### config.mk
export PLATFORM = sky130hd
export DESIGN_NAME = count_pulse_debouncer
export DESIGN_NICKNAME = d
export VERILOG_FILES = /design/src/rtl/count_pulse_debouncer.sv
export SDC_FILE = /design/constraint.sdc
export NUM_CORES = 1
export LEC_CHECK = 0
export CAP_MARGIN = 20
export CORE_AREA = 3 3 40 42
export DETAILED_ROUTE_END_ITERATION = 16
export DIE_AREA = 0 0 43 45
export GPL_ROUTABILITY_DRIVEN = 0
export GPL_TIMING_DRIVEN = 0
export PLACE_DENSITY_LB_ADDON = 0.2
export SLEW_MARGIN = 20
export SYNTH_ARGS = -nofsm -noshare
export SYNTH_HDL_FRONTEND = slang
export SYNTH_SLANG_ARGS = --single-unit
### constraint.sdc
create_clock -name Clk -period 1.2 [get_ports Clk]
set_input_delay 0.36 -clock Clk [delete_from_list [all_inputs] [get_ports Clk]]
set_output_delay 0.36 -clock Clk [all_outputs]
set_load 0.1 [all_outputs]
### src/rtl/count_pulse_debouncer.sv
// Push-button debouncer: 2-flop synchroniser feeding a four-state qualification FSM.
// Count, Press_pulse, Release_pulse and Busy are all driven straight from flops.
module count_pulse_debouncer #(
    parameter int DEBOUNCE_CYCLES = 10,
    parameter int CNT_W           = 4
) (
    input  logic Clk,
    input  logic Reset,
    input  logic Btn_raw,
    output logic Count,
    output logic Press_pulse,
    output logic Release_pulse,
    output logic Busy
);

    typedef enum logic [1:0] {
        IDLE,
        WAIT_PRESS,
        PRESSED,
        WAIT_RELEASE
    } state_t;

    localparam logic [CNT_W-1:0] TIMER_LAST = CNT_W'(DEBOUNCE_CYCLES - 1);

    logic             sync1_q;
    logic             btn_s_q;
    state_t           state_q, state_d;
    logic [CNT_W-1:0] timer_q, timer_d;
    logic             count_q, count_d;
    logic             press_q, press_d;
    logic             release_q, release_d;
    logic             busy_q, busy_d;

    // NOTE: sequential state uses non-blocking assignments so every flop samples pre-edge values.
    always_ff @(posedge Clk or posedge Reset) begin
        if (Reset) begin
            sync1_q <= 1'b0;
            btn_s_q <= 1'b0;
        end else begin
            sync1_q <= Btn_raw;
            btn_s_q <= sync1_q;
        end
    end

    always_ff @(posedge Clk or posedge Reset) begin
        if (Reset) begin
            state_q <= IDLE;
            timer_q <= '0;
        end else begin
            state_q <= state_d;
            timer_q <= timer_d;
        end
    end

    // NOTE: every always_comb output gets a default first so no latch is inferred.
    always_comb begin
        state_d = state_q;
        case (state_q)
            IDLE:         if (btn_s_q) state_d = WAIT_PRESS;
            WAIT_PRESS: begin
                if (!btn_s_q)                 state_d = IDLE;
                else if (timer_q == TIMER_LAST) state_d = PRESSED;
            end
            PRESSED:      if (!btn_s_q) state_d = WAIT_RELEASE;
            WAIT_RELEASE: begin
                if (btn_s_q)                  state_d = PRESSED;
                else if (timer_q == TIMER_LAST) state_d = IDLE;
            end
            default:      state_d = IDLE;
        endcase

        // Timer restarts on every state entry; it only advances while qualifying,
        // and a WAIT state leaves before reaching TIMER_LAST+1, so it never wraps.
        timer_d = '0;
        if (state_d == state_q && (state_q == WAIT_PRESS || state_q == WAIT_RELEASE))
            timer_d = timer_q + 1'b1;
    end

    always_comb begin
        count_d   = (state_d == PRESSED) || (state_d == WAIT_RELEASE);
        press_d   = (state_q == WAIT_PRESS) && (state_d == PRESSED);
        release_d = (state_q == WAIT_RELEASE) && (state_d == IDLE);
        busy_d    = (state_d == WAIT_PRESS) || (state_d == WAIT_RELEASE);
    end

    always_ff @(posedge Clk or posedge Reset) begin
        if (Reset) begin
            count_q   <= 1'b0;
            press_q   <= 1'b0;
            release_q <= 1'b0;
            busy_q    <= 1'b0;
        end else begin
            count_q   <= count_d;
            press_q   <= press_d;
            release_q <= release_d;
            busy_q    <= busy_d;
        end
    end

    assign Count         = count_q;
    assign Press_pulse   = press_q;
    assign Release_pulse = release_q;
    assign Busy          = busy_q;

endmodule

== Word level (Yosys, flattened, before mapping) ==
Index checks and enable logic that the tools add are counted.
Storage, ports and cells
  logic and storage cells: 33
  input port bits: 3
  register bits after elaboration: 12
  output and inout bits: 4
Cells by class
  add/sub/neg operators: 1
  equal/unequal tests: 8
  mux-type cells: 8
  reductions and logical operators: 8
Operators by type and width (number)
  $mux W2: 6
  $eq A2 B2 Y1 const B: 4
  $pmux W2 S4: 1
  $add A4 B1 Y4 const B: 1
  $eq A2 B1 Y1 const B: 2
  $eq A4 B4 Y1 const B: 1
  $logic_not A2 Y1: 2
  $mux W4: 1
  $logic_and A1 B1 Y1: 3
  $logic_or A1 B1 Y1: 3
  $eq A2 B2 Y1: 1

== Depth between registers and ports, before layout ==
  depth after elaboration: 7
  gate-level depth with buffers: 5
  mapped depth without buffers: 5

== Least setup slack after synthesis ==
Ideal clock, no wire load.
  kind: register to register
  start: register state_q[0]
  end: register count_q (netlist: Count)
  slack: -0.412 ns
  path buffers: 0
  data required time: 1.072 ns
  stages on the path, launching flop included: 3
  data arrival time: 1.484 ns
  library setup time: 0.128 ns
  path through: dfrtp_1 > nand4b_4 > mux2_1
Between the ends
  longest elaborated chain between the ends: 5
Ends and longest elaborated chain
  start: declaration: line 27  | state_t state_q, state_d;
  start signal: assignment: line 50  | state_q <= state_d;
  $mux W2 (on tied branches): line 67, 62
  $mux W2 (on tied branches): line 66, 61
  $pmux W2 S4 *: line 58  | case (state_q)
  $eq A2 B2 Y1: line 80  | count_d = (state_d == PRESSED) || (state_d == WAIT_RELEASE);
  $logic_or A1 B1 Y1 *: line 80
  named net count_d: line 29  | logic count_q, count_d;
  end signal: assignment: line 93  | count_q <= count_d;
  end: declaration: line 29
The timed path passes the listed nets; every way through them passes the cells marked *.

==> metrics <==
internal reg-to-reg setup slack=roughly 0.010 ns; share of cells above drive strength 1=between 40 and 50%; Post-Layout Cell Count=60; fill cell count=around 110; Max Transition Viols Final=0; # diodes=0; DR WL/cell=about 12 um; cell area power density=~1100 nW/um2; YS warnings=0; vias in the first global route=~300; initial antenna violation count=0; grt total ovfl=0; Min-Delay Path Class=reg -> reg; CTS Buffer Depth=2; Startpoint Class=flop; f_max=between 0.7 and 0.8 GHz; final wirelength=707 um; DR vias/cell=approximately 4.6; Final min period=~1.3 ns; clk_skew=roughly 0.0011 ns; Pwr Total=around 700 uW; status=finished with violations; Hold Path Sink=btn_s_q; RSZ-0062 raised after global routing=yes; Root Buffer=clkbuf_4; worst-case reg-to-reg path depth=3; synthesized area=440 um2; core area=1280 um2; Worst-Skew Late Latency=between 0.2 and 0.3 ns; I/O Buffers=6; FF-to-FF Start=state_q[0]; CP Depth=1; worst path bufs/invs=1; Avg Inst Size Synth=approximately 14 um2; CP Data Required Time=around 0.84 ns; Die Ht=roughly 45 um; slew margin rel.=between 70% and 80%; detailed-router iteration count before antenna repair=4; CP cell instances=buf_12; Worst Path Max Fanout=2; TritonCTS Buffers=3; Netlist cell types=13; CTS tree=built; Placed Cells=between 50 and 60; slowest CP cell=dfrtp_4; clock sinks=11; most common cell after layout, fill and taps aside=dfrtp_1; global-route wire length before repair=around 1200 um; failing checks=negative setup slack; post-synthesis sequential area ratio=between 60% and 70%; post-layout net count=51; Worst path top cell family by delay=flip-flops; final setup fails=4; Clock transition at path regs=0.07 ns; Worst VDD drop=approximately 630 uV; Starting Density=approximately 34%; CP Class=reg -> out; Leak=between 0.0003 and 0.0004 uW; period utilization=107%; Antenna Nets Post-Route=0; Final WS setup=-0.0886 ns; Yosys reg bits=11; # IOs=7; largest net degree at the start of global routing=12; # rows=13; hold path depth=0; 1st-iter DRT viols=4; Post-Syn Instances=31; endpoint of the worst-slack reg-to-reg timing path=state_q[1]; Worst path max stage delay=0.49 ns; FF+latch area=about 280 um2; Vias=about 280; Max H-tree Level=1; Area Overhead vs Synth=45.2%; Multi-input gate area=around 180 um2; min-delay src=sync1_q; Post-Syn Nets=36; GRT Total Usage=roughly 9.0%; worst-margin pin slew=0.408 ns; crit end category=output pin; Chip Width=between 40 and 50 um; drt drc=0; max_cap viols=0; crit path DAT=0.93 ns; area of the die=1940 um2; Final Hold Vio Count=0; commonest cells after routing, fill and taps aside=dfrtp_1, nor2_1, buf_4
==> cells in the mapped netlist <==
master	n	share of area (%)
nor2_1	4	3.4
nand3_2	1	2.3
nand3_1	1	1.1
xor2_1	2	4.0
mux2_1	2	5.1
and2_2	1	1.7
nand4b_4	1	5.4
nor3b_1	2	3.4
ha_1	2	5.7
nand3b_1	1	1.7
dfrtp_1	11	62
xnor2_1	1	2.0
inv_1	2	1.7
==> area by class of cell <==
class,instances,area share (%)
tap,15,2.94
timing repair buffer,10,19.6
clock inverter,1,0.783
multi-input combinational,18,27.8
clock buffer,3,3.52
sequential,11,44.2
inverter,2,1.17
==> power by group <==
group          internal (uW)  leakage (uW)  switching, uW
clock                    123     0.0000177            127
sequential               380      0.000140           7.65
combinational           28.7      0.000152           34.2
==> worst max path at each step <==
| stage | to | slack (ns) | from |
|---|---|---|---|
| 6_report | Busy | -0.09 | state_q[0] |
| 2_1_floorplan | Count | -0.03 | state_q[0] |
| 5_1_grt | Busy | -0.12 | state_q[0] |
| 4_1_cts | Busy | -0.1 | state_q[0] |
| 3_5_place_dp | Busy | -0.72 | state_q[0] |
| 3_3_place_gp | Busy | -0.71 | state_q[0] |
==> metrics by stage <==
stage / area, um2 / TNS [ns] / worst slack, ns / hold slack (ns) / util, %
2_1_floorplan: 452 / -0.0475 / -0.0310 / 0.212 / -
3_5_place_dp: 531 / -2.64 / -0.717 / 0.346 / 41.3
4_1_cts: 618 / -0.158 / -0.0995 / 0.363 / 48.1
5_1_grt: 639 / -0.250 / -0.118 / 0.380 / 49.8
3_3_place_gp: 531 / -2.56 / -0.714 / 0.338 / 41.3
6_report: 639 / -0.109 / -0.0886 / 0.358 / 49.8
==> sequential cells by signal (all words and copies together), names as in the netlist <==
register,count
Count,1
Press_pulse,1
Release_pulse,1
btn_s_q,1
state_q,2
sync1_q,1
timer_q,4
==> per-layer routing <==
metal	routed length (um)	global-route usage, %	share of wire, %
met3	52	2.39	7.4
met1	277	9.30	39
met5	0	0	0
met4	4	9.04	0.57
met2	373	14.7	53
==> repair_timing <==
action	4_1_cts	5_1_grt
resized for setup	35	3
endpoints found under the setup margin	6	6
pin swaps	0	1
gates cloned	0	0
buffers inserted	3	1
hold buffers	0	0
==> logic make-up (layout without fill, tap and decap cells) <==
family	count (synthesis)	in the layout	synth area share, %
XOR/XNOR	3	3	5.97
adder cells (fa/ha/maj)	2	2	5.68
buffers and inverters	2	16	1.71
flip-flops	11	11	62.5
multiplexers	2	2	5.11
AND/OR/NAND/NOR	11	11	19.0
No activity file was read; power rests on OpenSTA's default activity.
